$ cat src/rtl/rr_channel_arbiter_if.sv
// Request/grant bundle between N requesters and the round-robin channel arbiter.
// Requesters use the master side and the arbiter uses the slave side.
interface rr_channel_arbiter_if #(
  parameter int N = 4
);
  localparam int OWNER_W = $clog2(N);

  logic [N-1:0]       req;
  logic [N-1:0]       din;
  logic [N-1:0]       gnt;
  logic [OWNER_W-1:0] owner;
  logic               busy;
  logic               o;

  modport master (output req, din, input gnt, owner, busy, o);
  modport slave  (input req, din, output gnt, owner, busy, o);
endinterface

$ cat src/rtl/rr_channel_arbiter.sv
// Round-robin owner selection with a hold limit for a shared one-bit channel.
// A release hands ownership directly to the next requester, with no idle cycle in between.
module rr_channel_arbiter #(
  parameter int N        = 4,
  parameter int MAX_HOLD = 8
) (
  input  logic                 clk,
  input  logic                 rst,
  rr_channel_arbiter_if.slave  ch
);
  localparam int OW     = $clog2(N);
  localparam int HOLD_W = 8;
  localparam logic [HOLD_W-1:0] HOLD_LAST = HOLD_W'(MAX_HOLD - 1);

  typedef enum logic {IDLE, OWN} state_t;

  state_t              state_p0, state_d;
  logic [OW-1:0]       ptr_p0, ptr_d;
  logic [OW-1:0]       owner_p0, owner_d;
  logic [HOLD_W-1:0]   hold_p0, hold_d;
  logic [N-1:0]        gnt_p0, gnt_d;
  logic                o_p0, o_d;

  // First set bit of cand, scanning start, start+1, ... and wrapping mod N.
  function automatic logic [OW-1:0] rr_pick(input logic [N-1:0] cand,
                                            input logic [OW-1:0] start);
    logic [OW-1:0] pick;
    logic          found;
    int            idx;
    pick  = '0;
    found = 1'b0;
    for (int k = 0; k < N; k++) begin
      idx = (int'(start) + k) % N;
      if (!found && cand[idx]) begin
        found = 1'b1;
        pick  = OW'(idx);
      end
    end
    return pick;
  endfunction

  function automatic logic [N-1:0] onehot(input logic [OW-1:0] idx);
    logic [N-1:0] v;
    v      = '0;
    v[idx] = 1'b1;
    return v;
  endfunction

  function automatic logic [OW-1:0] ptr_after(input logic [OW-1:0] idx);
    return (idx == OW'(N - 1)) ? '0 : idx + OW'(1);
  endfunction

  always_comb begin
    state_d = state_p0;
    ptr_d   = ptr_p0;
    owner_d = owner_p0;
    hold_d  = hold_p0;
    gnt_d   = gnt_p0;
    o_d     = 1'b0;
    case (state_p0)
      IDLE: begin
        if (|ch.req) begin
          owner_d = rr_pick(ch.req, ptr_p0);
          gnt_d   = onehot(owner_d);
          hold_d  = '0;
          state_d = OWN;
        end
      end
      OWN: begin
        o_d    = ch.din[owner_p0];
        hold_d = hold_p0 + HOLD_W'(1);
        if (!ch.req[owner_p0] || (hold_p0 == HOLD_LAST)) begin
          ptr_d = ptr_after(owner_p0);
          // A dropped owner is already absent from req; a timed-out owner is
          // still eligible and is reached last because the scan starts past it.
          if (|ch.req) begin
            owner_d = rr_pick(ch.req, ptr_d);
            gnt_d   = onehot(owner_d);
            hold_d  = '0;
          end else begin
            gnt_d   = '0;
            hold_d  = '0;
            state_d = IDLE;
          end
        end
      end
      default: state_d = IDLE;
    endcase
  end

  // Registered stage: ownership state and the channel bit
  always_ff @(posedge clk) begin
    if (rst) begin
      state_p0 <= IDLE;
      ptr_p0   <= '0;
      owner_p0 <= '0;
      hold_p0  <= '0;
      gnt_p0   <= '0;
      o_p0     <= 1'b0;
    end else begin
      state_p0 <= state_d;
      ptr_p0   <= ptr_d;
      owner_p0 <= owner_d;
      hold_p0  <= hold_d;
      gnt_p0   <= gnt_d;
      o_p0     <= o_d;
    end
  end

  assign ch.gnt   = gnt_p0;
  assign ch.owner = owner_p0;
  assign ch.busy  = |gnt_p0;
  assign ch.o     = o_p0;
endmodule

$ cat src/flat_wrapper.sv
// flat-port wrapper written by rule: the top's interface ports become plain ports
module rr_channel_arbiter_flat 
#(
  parameter int N        = 4,
  parameter int MAX_HOLD = 8
)
  (clk, rst, ch_req, ch_din, ch_gnt, ch_owner, ch_busy, ch_o);
  rr_channel_arbiter_if #(.N(N)) ch_i ();
  input  logic clk;
  input  logic rst;
  input wire logic [$bits(ch_i.req)-1:0] ch_req;
  input wire logic [$bits(ch_i.din)-1:0] ch_din;
  output wire logic [$bits(ch_i.gnt)-1:0] ch_gnt;
  output wire logic [$bits(ch_i.owner)-1:0] ch_owner;
  output wire logic [$bits(ch_i.busy)-1:0] ch_busy;
  output wire logic [$bits(ch_i.o)-1:0] ch_o;
  assign ch_i.req = ch_req;
  assign ch_i.din = ch_din;
  assign ch_gnt = ch_i.gnt;
  assign ch_owner = ch_i.owner;
  assign ch_busy = ch_i.busy;
  assign ch_o = ch_i.o;
  rr_channel_arbiter #(.N(N), .MAX_HOLD(MAX_HOLD)) u_core (.clk(clk), .rst(rst), .ch(ch_i));
endmodule
$ cat config.mk
export PLATFORM = sky130hd
export DESIGN_NAME = rr_channel_arbiter_flat
export DESIGN_NICKNAME = d
export VERILOG_FILES = /design/src/rtl/rr_channel_arbiter_if.sv /design/src/rtl/rr_channel_arbiter.sv /design/src/flat_wrapper.sv
export SDC_FILE = /design/constraint.sdc
export NUM_CORES = 1
export LEC_CHECK = 0
export CAP_MARGIN = 40
export CORE_ASPECT_RATIO = 0.7
export CORE_MARGIN = 1.5
export CORE_UTILIZATION = 50
export DETAILED_ROUTE_END_ITERATION = 8
export PLACE_DENSITY = 0.7
export SYNTH_ARGS = -nofsm -noshare
export SYNTH_HDL_FRONTEND = slang
export SYNTH_SLANG_ARGS = --single-unit
$ cat constraint.sdc
create_clock -name clk -period 4.77 [get_ports clk]
set_input_delay 0.477 -clock clk [delete_from_list [all_inputs] [get_ports clk]]
set_output_delay 0.477 -clock clk [all_outputs]
set_load 0.02 [all_outputs]
# [Word-level counts from Yosys, hierarchy flattened]
# Cells that the tools add are included.
[word_totals] regBits=18 input_bits=10
[op_classes] n_addsub=8 order_cmp=13 n_eq_ne=5 n_mux=79 n_bitwise=7 reduce_logical=28
[op_table] cell="1-bit two-way mux" n=41
[op_table] cell="2-bit two-way mux" n=17
[op_table] cell="3-bit by 4-bit < comparator with 1-bit output, second input constant" n=6
[op_table] cell="1-bit binary-select mux with 2-bit select" n=10
[op_table] cell="8-bit two-way mux" n=2
[op_table] cell="8-bit one-hot mux with 2 select lines" n=1
[op_table] cell="2-bit by 3-bit < comparator with 1-bit output, second input constant" n=5
[op_table] cell="2-bit OR reduction" n=7
[op_table] cell="4-bit two-way mux" n=3
[op_table] cell="2-bit adder, second input constant" n=4
[op_table] cell="8-bit by 1-bit adder with 8-bit output, second input constant" n=1
[op_table] cell="8-bit by 3-bit == test with 1-bit output, second input constant" n=1
[op_table] cell="1-bit logical AND" n=8
[op_table] cell="4-bit one-hot mux with 2 select lines" n=1
[op_table] cell="4-bit OR reduction" n=2
[op_table] cell="1-bit zero test" n=7
[op_table] cell="2-bit by 1-bit adder with 2-bit output, second input constant" n=3
[op_table] cell="1-bit AND, first input constant" n=6
[op_table] cell="1-bit demux with 2-bit select" n=2
[op_table] cell="2-bit by 1-bit >= comparator with 1-bit output, second input constant" n=2
[op_table] cell="2-bit != test, second input constant" n=2
[op_table] cell="2-bit one-hot mux with 2 select lines" n=1
[op_table] cell="2-bit AND reduction" n=2
[op_table] cell="3-bit AND reduction" n=1
[op_table] cell="other kinds (5)" n=5

# [Longest topological paths before layout]
# Gate-level depths: netlist of the first run.
[logic_depth] word_depth=33 mapped_depth=11 depth_no_buf=8

# [Worst setup path before layout of the first run]
# No wires, ideal clock.
[synth_path] path_kind="register to register" start="reg u_core.owner_p0[0] (netlist: u_core.ch.owner[0])" end="reg u_core.owner_p0[1] (netlist: u_core.ch.owner[1])" setup_time_ns=0.088 arrival_time_ns=2.543 required_ns=4.682 setup_slack_ns=2.139 stages_incl_launch_ff=11 synth_period_minus_slack_ns=2.631 path_cell_list="dfxtp_1 buf_6 buf_6 inv_1 ha_1 buf_6 mux4_2 or2_0 nor3_2 o21ai_1 a311oi_2"
[synth_via] elab_chain_cells=29 elab_cells_between_ends=51 cone_classes="add/sub: 4; eq/ne: 2; mux: 36; reduce/logical: 9"
[synth_rtl] element="start: declaration" line_no="rr_channel_arbiter.sv:19" source="logic [OW-1:0] owner_p0, owner_d;"
[synth_rtl] element="start signal: assignment" line_no="rr_channel_arbiter.sv:103" source="owner_p0 <= owner_d;"
[synth_rtl] element="2-bit by 1-bit adder with 2-bit output or 2-bit == test (tied branches)" line_no="rr_channel_arbiter.sv:50" source="return (idx == OW'(N - 1)) ? '0 : idx + OW'(1);"
[synth_rtl] element="2-bit two-way mux" line_no="rr_channel_arbiter.sv:50"
[synth_rtl] element="1-bit binary-select mux with 2-bit select" line_no="rr_channel_arbiter.sv:34" source="if (!found && cand[idx]) begin"
[synth_rtl] element="1-bit two-way mux (implied by the code)" line_no="rr_channel_arbiter.sv:34"
[synth_rtl] element="1-bit two-way mux" line_no="rr_channel_arbiter.sv:34"
[synth_rtl] element="1-bit two-way mux" line_no="rr_channel_arbiter.sv:76" source="if (|ch.req) begin"
[synth_rtl] element="1-bit two-way mux" line_no="rr_channel_arbiter.sv:72" source="if (!ch.req[owner_p0] || (hold_p0 == HOLD_LAST)) begin"
[synth_rtl] element="1-bit two-way mux" line_no="rr_channel_arbiter.sv:60" source="case (state_p0)"
[synth_rtl] element="[13 not listed]"
[synth_rtl] element="1-bit logical AND" line_no="rr_channel_arbiter.sv:34"
[synth_rtl] element="2-bit two-way mux" line_no="rr_channel_arbiter.sv:34"
[synth_rtl] element="2-bit two-way mux" line_no="rr_channel_arbiter.sv:76"
[synth_rtl] element="2-bit two-way mux" line_no="rr_channel_arbiter.sv:72"
[synth_rtl] element="2-bit two-way mux" line_no="rr_channel_arbiter.sv:60"
[synth_rtl] element="2-bit two-way mux" line_no="rr_channel_arbiter.sv:76"
[synth_rtl] element="2-bit two-way mux" line_no="rr_channel_arbiter.sv:72"
[synth_rtl] element="2-bit one-hot mux with 2 select lines" line_no="rr_channel_arbiter.sv:60"
# Parallel ways exist; a longest one is shown, timed or not. The select of a mux whose other input is x is not followed.
# A chain may end at the register's enable or synchronous reset.

# [Worst setup path in the final report of the first run]
[layout_path] start="reg u_core.owner_p0[1] (netlist: u_core.ch.owner[1])" end="reg u_core.owner_p0[1] (netlist: u_core.ch.owner[1])"
# The elaborated chain is that of the path after synthesis.

==> flow_summary.yaml, run 1 <==
floorplanning:
  initial_core_util_pct: 54.9
  io_pins: 18
  die_area_um2: 3160
  rows: 15
  die_w_um: 66.5
  core_um2: 2570
  die_y_um: 47.5
sta:
  maxSlewHeadroom_pct: 55.0
  max_freq_mhz: 367
  rsz0062_at_grt: "no"
  finClkSkew_ns: 0.00278
  slew_violations: 0
  fin_setup_tns_ns: 0
  min_period_over_period_pct: 57.2
  setup_violations: 0
  max_slew.worst_pin.slew_ns: 0.672
  period_minus_slack_ns: 2.73
  final-hold-violation-count: 0
placement:
  hpwlAfterDp_mm: 2.33
  gp_congestion: 0.878
  io_buffers: 17
  dpl_cell_area_um2: 1550
cells_and_area:
  multi_input_area_um2: 945
  final_area_um2: 1600
  layout-drive-gt1-share_pct: 13.9
  ff_latch_area_um2: 360
  synthToLayoutAreaGrowth_pct: 13.6
  fin_nets: 188
  fillCellCount: 215
  diodes: 0
  final_core_util_pct: 62.3
logic_synthesis:
  synth-edff-count: 0
  syn_nets: 177
  synthArstFlopShare_pct: 0
  yosysSeqAreaShare_pct: 25.5
  syn_area_um2: 1410
  synth_warnings: 0
  synth.ff_latch_count: 18
  synth_top_area_share_pct: 25.5
  syn_area_per_cell_um2: 8.66
  syn_inst: 163
  synthTopCellsByArea: "dfxtp_1, nor2_1, mux4_2"
  yosysUniqueCellTypes: 54
  ys.flop_type: "dfxtp_1"
  yosys.area.top_type: "dfxtp_1"
global_route:
  grt_max_degree: 19
  grt_pass1_vias: 1156
  grt_pass1_wl_mm: 5.35
  grt_use_total_pct: 22.9
  overflow: 0
  antenna_found_initial: 0
power:
  p_sw_mw: 0.243
  ir_drop_mv: 0.195
  pwr-share-clk_pct: 20.3
  pwr-share-comb_pct: 50.5
  p_sw_share_pct: 39.0
  p_leak_nw: 0.594
  power_mw: 0.624
  power_density_nw_per_um2: 389
  p_seq_share_pct: 29.2
  p_int_mw: 0.380
outcome:
  outcome: "finished, final reports clean"
critical_path:
  crit_arrival_ns: 2.89
  endpoint: "u_core.ch.owner[1]"
  rr_worst_depth: 7
  r2r-end: "u_core.ch.owner[1]"
  end_kind: "register"
  worstSetupPathType: "register to register"
  r2r_slack_ns: 2.04
  cp-start-kind: "register"
  critPathMaxFanout: 8
  r2r_start: "u_core.ch.owner[1]"
  required_ns: 4.93
  crit_start: "u_core.ch.owner[1]"
route:
  routedWlPerCell_um: 15.3
  viasPerCell: 6.02
  post-route-drc-count: 0
  drt_iter0_drc: 81
  dr.pass1.iters: 4
  totalWireLength_mm: 3.17
  antenna_left: 0
  vias: 1247
clock_network:
  clk_latency_ns: 0.26
  cts_tree: "yes"
  cts_htree_levels: 1
  cts_buffer_depth: 2
  clkTransAtPathRegs_ns: 0.07
  cts_made_buffers: 3
  cts_sinks: 18
  ctsHoldBuffers: 0
  post_cts_buffers: 0
  root_buffer: "clkbuf_8"
  post_cts_resized: 0
worst_hold_path:
  hold_path_class: "register to register"
  hp-start: "u_core.hold_p0[6]"
flow_run:
  maxCapViolations: 0
routing by layer:
layer  vias to the layer above  routed length, µm  global-route usage [%]
met5                         -                  0                       0
met4                         0                 44                    8.16
met3                         5                183                    5.65
met2                        39               1320                    34.2
met1                       580               1620                    32.8
li1                        623                  -                       -
worst max-delay path, cell delays in order (launching register included):
cell and delay, ns:
dfxtp_1 0.48, inv_1 0.10, ha_1 0.52, mux4_2 0.62
or2_0 0.26, nor3_2 0.23, o21ai_1 0.17, a311oi_2 0.24
layout by cell type, fill, tap and decap left out, types with 2 or more instances in the layout:
cell type        instances
nor2_1                  19
dfxtp_1                 18
clkdlybuf4s50_1         17
a21oi_1                 12
o21ai_0                  7
nand3b_1                 7
inv_1                    6
nand2_1                  5
nor3_1                   5
and3_1                   4
mux2i_1                  4
o21a_1                   4
ha_1                     4
clkbuf_8                 4
mux4_2                   3
mux2_2                   3
nor2b_1                  3
o21bai_1                 3
o31ai_1                  2
and2_1                   2
o311a_1                  2
nor2_8                   2
a221oi_1                 2
o211ai_1                 2
o21ai_1                  2
o221ai_1                 2
a211oi_2                 2
nand3_1                  2
per-stage QoR:
step	hold slack, ns	setup WS (ns)	cells
floorplan	0.450	2.14	163
global placement	0.481	2.09	203
detailed placement	0.478	2.05	203
CTS	0.491	2.04	207
global route	0.541	1.88	207
finish	0.497	2.04	207
cells by family (layout without fill, tap and decap cells):
logic type,count (synthesis),after routing,synth area share [%]
AND/OR/NAND/NOR,61,61,26.4
AO/OA/AOI/OAI,51,51,25.8
flip-flops,18,18,25.5
buffers and inverters,18,28,7.54
multiplexers,10,10,10.0
adder cells (fa/ha/maj),4,4,3.55
XOR/XNOR,1,1,1.15
synth_stat cells, drive strengths merged, types with 3 or more instances:
master	number
nor2	22
o21a	4
and3	4
o21bai	3
mux4	3
clkbuf	3
o21ai	9
a211oi	3
nor3	6
nand2	5
buf	9
dfxtp	18
nor2b	3
inv	6
nand3b	7
ha	4
mux2i	4
or2	3
a21oi	12
mux2	3
area by class of cell:
| type | instances | area share (%) |
|---|---|---|
| inverter | 6 | 1.41 |
| tap | 34 | 2.65 |
| sequential | 18 | 22.5 |
| clock buffer | 4 | 3.43 |
| multi-input combinational | 127 | 58.9 |
| timing repair buffer | 18 | 11.1 |
sequential cells by signal, indices dropped and copies added, names as in the netlist:
name             cells
u_core.hold_p0       8
u_core.ch.owner      2
u_core.ptr_p0        2
u_core.ch.o          1
u_core.ch.gnt        4
u_core.state_p0      1
power groups by stage:
stage / sequential [mW] / clock, mW / combinational (mW)
floorplan: 0.198 / 0 / 0.234
global placement: 0.185 / 0 / 0.307
detailed placement: 0.186 / 0 / 0.312
CTS: 0.182 / 0.130 / 0.315
global route: 0.185 / 0.137 / 0.346
finish: 0.182 / 0.126 / 0.315
how the worst min path moves through the flow:
| stage | end | slack [ns] | depth (start not counted) |
|---|---|---|---|
| final | u_core.hold_p0[6] | 0.50 | 2 |
| after global routing | u_core.hold_p0[6] | 0.54 | 2 |
| after detailed placement | u_core.hold_p0[6] | 0.48 | 2 |
| after CTS | u_core.hold_p0[6] | 0.49 | 2 |
| after floorplan | u_core.hold_p0[6] | 0.45 | 2 |
| after global placement | u_core.hold_p0[6] | 0.48 | 2 |
No activity file was read; power rests on OpenSTA's default activity.
==> run 2, diff against run 1 <==
CORE_UTILIZATION = 49   (was 50)
PLACE_DENSITY = 0.72   (was 0.7)
clock period = 2.3 ns   (was 4.77 ns; I/O delays follow)
==> flow_summary.yaml, run 2 (synthesis gave the netlist of run 1 again) <==
cells_and_area:
  fin_nets: 197
  layout_common_cells: "nor2_1, clkdlybuf4s50_1, dfxtp_1"
  diodes: 0
  synthToLayoutAreaGrowth_pct: 21.3
  layout_commonest_cell: "nor2_1"
  layout-drive-gt1-share_pct: 22.0
  final_core_util_pct: 62.0
  final_area_um2: 1710
  largest-register: "u_core.hold_p0"
  largest_reg_flops: 8
critical_path:
  rr_worst_depth: 8
  slowest_delay_ns: 0.54
  cp_cell_sequence: "inv_4, ha_4, mux4_2, buf_4, and3b_1, o21a_1, o21ai_2, a311oi_2"
  r2r_slack_ns: 0.07
  cp_slowest_cell: "mux4_2"
  required_ns: 2.45
  crit_arrival_ns: 2.38
  cp-start-kind: "register"
  r2r-end: "u_core.ch.owner[1]"
  r2r_start: "u_core.ch.owner[0]"
  critPathMaxFanout: 5
  worstSetupPathType: "register to register"
  end_kind: "register"
route:
  drt_iter0_drc: 95
  dr.pass1.iters: 4
  post-route-drc-count: 0
  totalWireLength_mm: 3.32
  viasPerCell: 5.84
  routedWlPerCell_um: 15.2
  antenna_left: 0
  vias: 1274
sta:
  whs_ns: 0.489
  final-hold-violation-count: 0
  min_period_over_period_pct: 96.8
  setup_violations: 0
  period_minus_slack_ns: 2.23
  fin_setup_tns_ns: 0
  max_slew.worst_pin.slew_ns: 0.646
  slew_violations: 0
  maxSlewHeadroom_pct: 56.8
  finClkSkew_ns: 0.00424
  max_freq_mhz: 449
  rsz0062_at_grt: "yes"
clock_network:
  cts_tree: "yes"
  cts_sinks: 18
  clk_latency_ns: 0.25
  cts_made_buffers: 3
  clkTransAtPathRegs_ns: 0.07
  cts_buffer_depth: 2
  root_buffer: "clkbuf_8"
  cts_htree_levels: 1
placement:
  io_buffers: 17
  dpl_cell_area_um2: 1640
  hpwlAfterDp_mm: 2.51
  gp_congestion: 0.872
floorplanning:
  die_area_um2: 3220
  die_y_um: 47.9
  io_pins: 18
  initial_core_util_pct: 51.1
  rows: 16
  die_w_um: 67.1
  core_um2: 2760
power:
  pwr-share-comb_pct: 55.2
  p_sw_share_pct: 39.6
  pwr-share-clk_pct: 16.5
  p_int_mw: 0.824
  ir_drop_mv: 0.361
  power_density_nw_per_um2: 797
  p_leak_nw: 0.647
  power_mw: 1.36
  p_seq_share_pct: 28.3
  p_sw_mw: 0.540
global_route:
  overflow: 0
  grt_use_total_pct: 22.7
  grt_pass1_vias: 1095
  grt_max_degree: 19
  grt_pass1_wl_mm: 5.38
  antenna_found_initial: 0
worst_hold_path:
  hp-start: "u_core.hold_p0[6]"
  hold_path_class: "register to register"
  holdPathEnd: "u_core.hold_p0[6]"
  hold-path-cell-count: 2
flow_run:
  maxCapViolations: 0
outcome:
  outcome: "finished, final reports clean"
==> run 2: cell types whose count changed in the layout (fill, tap and decap cells not counted), sizes merged <==
cell,previous run,this run
buf,1,10
==> run 2: worst max-delay path: cells and delay by family (launching register included) <==
family	cells	cell delay [ns]
buffers and inverters	2	0.20
adders and majority gates	1	0.29
DFF	1	0.42
muxes	1	0.54
AOI/OAI and AO/OA	3	0.46
and+or+nand+nor	1	0.22
==> run 2: power by group through the flow <==
| stage | Combinational [mW] | Clock [mW] | Sequential [mW] |
|---|---|---|---|
| after floorplan | 0.505 | 0 | 0.413 |
| after global placement | 0.686 | 0 | 0.389 |
| after detailed placement | 0.699 | 0 | 0.392 |
| after CTS | 0.704 | 0.231 | 0.385 |
| after global routing | 0.825 | 0.246 | 0.391 |
| final | 0.753 | 0.225 | 0.386 |
==> run 2: worst max path at each step <==
stage          cells past startpoint                 end               start  slack, ns
2_1_floorplan                     11    u_core.ch.gnt[0]  u_core.ch.owner[0]      -0.12
3_3_place_gp                       7    u_core.ch.gnt[0]           ch_req[1]       0.03
3_5_place_dp                       7    u_core.ch.gnt[0]           ch_req[0]      -0.06
4_1_cts                            8    u_core.ch.gnt[0]  u_core.ch.owner[1]       0.03
5_1_grt                            8    u_core.ch.gnt[0]  u_core.ch.owner[1]      -0.11
6_report                           8  u_core.ch.owner[1]  u_core.ch.owner[0]       0.07
==> run 2: repair_timing <==
item	in CTS	in global routing
hold buffers	0	0
resized for setup	0	8
endpoints found under the setup margin	0	5
buffers inserted	0	1
==> run 2: layer usage <==
metal | vias up | share of wire [%] | GRT usage, %
met3 | 0 | 4.9 | 5.88
li1 | 648 | - | -
met5 | - | 0 | 0
met4 | 0 | 0 | 1.22
met2 | 31 | 42 | 34.3
met1 | 595 | 53 | 33.9
==> run 2: layout make-up <==
class / count / area, µm²
sequential: 18 / 365
tap: 36 / 45.0
timing repair buffer: 27 / 253
clock buffer: 4 / 45.0
fill: 231 / 1050
multi-input combinational: 127 / 978
inverter: 6 / 25.0
==> run 2: through the flow <==
stage,std cells,setup slack [ns]
2_1_floorplan,163,-0.119
3_3_place_gp,213,0.0266
3_5_place_dp,213,-0.0632
4_1_cts,217,0.0274
5_1_grt,218,-0.108
6_report,218,0.0742
==> run 3, diff against run 2 <==
SETUP_SLACK_MARGIN = 0.15   (was unset)
==> flow_summary.yaml, run 3 (synthesis gave the netlist of run 1 again) <==
critical_path:
  cp_top_family: "multiplexers"
  required_ns: 2.40
  end_kind: "register"
  cp_slowest_cell: "mux4_2"
  critPathMaxFanout: 4
  crit_buf_inv: 2
  worstSetupPathType: "register to register"
  cp-start-kind: "register"
  slowest_delay_ns: 0.54
  crit_arrival_ns: 2.29
  cp_cell_sequence: "inv_4, ha_4, mux4_2, buf_6, nand4b_1, o21a_1, o21ai_2, a311oi_2"
global_route:
  grt_pass1_vias: 1111
  grt_pass1_wl_mm: 5.46
  grt_use_total_pct: 23.1
  grt_max_degree: 19
  antenna_found_initial: 0
  overflow: 0
route:
  viasPerCell: 5.93
  dr.pass1.iters: 4
  post-route-drc-count: 0
  antenna_left: 0
  routedWlPerCell_um: 15.2
  vias: 1311
  drt_iter0_drc: 70
  totalWireLength_mm: 3.37
placement:
  hpwlAfterDp_mm: 2.51
  gp_congestion: 0.872
  dpl_cell_area_um2: 1640
  io_buffers: 17
sta:
  max_freq_mhz: 456
  rsz0062_at_grt: "yes"
  slew_violations: 0
  finClkSkew_ns: 0.00539
  final-hold-violation-count: 0
  min_period_over_period_pct: 95.4
  max_slew.worst_pin.slew_ns: 0.665
  setup_violations: 0
  maxSlewHeadroom_pct: 55.6
  period_minus_slack_ns: 2.19
floorplanning:
  initial_core_util_pct: 51.1
  rows: 16
  die_w_um: 67.1
  die_area_um2: 3220
  die_y_um: 47.9
  core_um2: 2760
  io_pins: 18
cells_and_area:
  final_area_um2: 1740
  layout_common_cells: "nor2_1, clkdlybuf4s50_1, dfxtp_1"
  fin_nets: 200
  layout_commonest_cell: "nor2_1"
  synthToLayoutAreaGrowth_pct: 23.1
  diodes: 0
  largest-register: "u_core.hold_p0"
  layout-drive-gt1-share_pct: 24.9
  largest_reg_flops: 8
clock_network:
  cts_buffer_depth: 2
  ctsHoldBuffers: 0
  cts_htree_levels: 1
  cts_made_buffers: 3
  root_buffer: "clkbuf_8"
  cts_tree: "yes"
  clkTransAtPathRegs_ns: 0.07
  cts_sinks: 18
  clk_latency_ns: 0.25
power:
  p_sw_mw: 0.548
  power_mw: 1.39
  p_seq_share_pct: 27.3
  p_sw_share_pct: 39.4
  power_density_nw_per_um2: 801
  ir_drop_mv: 0.396
  p_leak_nw: 0.661
  p_int_mw: 0.843
  pwr-share-clk_pct: 16.1
  pwr-share-comb_pct: 56.6
flow_run:
  maxCapViolations: 0
outcome:
  outcome: "finished, final reports clean"
worst_hold_path:
  hold_path_class: "register to register"
==> run 3: cell count changes in the layout (fill, tap and decap cells not counted), sizes merged <==
cell / previous run / this run
buf: 10 / 13
==> run 3: metal layers <==
metal	global-route usage (%)	vias to the layer above	routed length [µm]
met2	36.0	50	1440
met5	0	-	0
met1	33.9	605	1660
met3	5.88	0	260
li1	-	656	-
met4	1.22	0	0
==> run 3: tightest hold or removal path, cell delays in order, from the launching register on <==
cell and delay [ns]:
dfxtp_1 0.33, nand2_1 0.06, a21oi_1 0.05
==> run 3: final timing paths <==
kind | from | endpoint | slack [ns] | cells past startpoint
worst max-delay path | u_core.ch.owner[0] | u_core.ch.owner[1] | 0.11 | 8
worst min-delay path | u_core.hold_p0[6] | u_core.hold_p0[6] | 0.49 | 2
worst max register to register | u_core.ch.owner[0] | u_core.ch.owner[1] | 0.11 | 8
worst min register to register | u_core.hold_p0[6] | u_core.hold_p0[6] | 0.49 | 2
==> run 3: metrics by stage <==
step	TNS [ns]	util (%)	hold slack [ns]	instances	worst slack (ns)
2_1_floorplan	-0.468	-	0.450	163	-0.119
3_3_place_gp	0	59.3	0.475	213	0.0266
3_5_place_dp	-0.147	59.3	0.475	213	-0.0632
4_1_cts	0	62.1	0.487	220	0.124
5_1_grt	-0.0411	62.9	0.520	221	-0.0411
6_report	0	62.9	0.490	221	0.107
==> run 3: power groups by stage <==
| stage | Sequential [mW] | Combinational (mW) | Clock [mW] |
|---|---|---|---|
| 3_3_place_gp | 0.389 | 0.686 | 0 |
| 6_report | 0.380 | 0.787 | 0.224 |
| 3_5_place_dp | 0.392 | 0.699 | 0 |
| 5_1_grt | 0.385 | 0.859 | 0.246 |
| 4_1_cts | 0.381 | 0.746 | 0.231 |
| 2_1_floorplan | 0.413 | 0.505 | 0 |
==> run 3: layout make-up <==
class                           instances  area, µm²
Inverter                                6       25.0
Sequential cell                        18        365
Clock buffer                            4       45.0
Multi-Input combinational cell        127        986
Fill cell                             225       1020
Tap cell                               36       45.0
Timing Repair Buffer                   30        272
==> run 3: repair_timing <==
item	in CTS	in global routing
cloned	0	0
endpoints found under the setup margin	5	6
gates resized for setup	5	4
buffers inserted	3	1
pin swaps	6	3
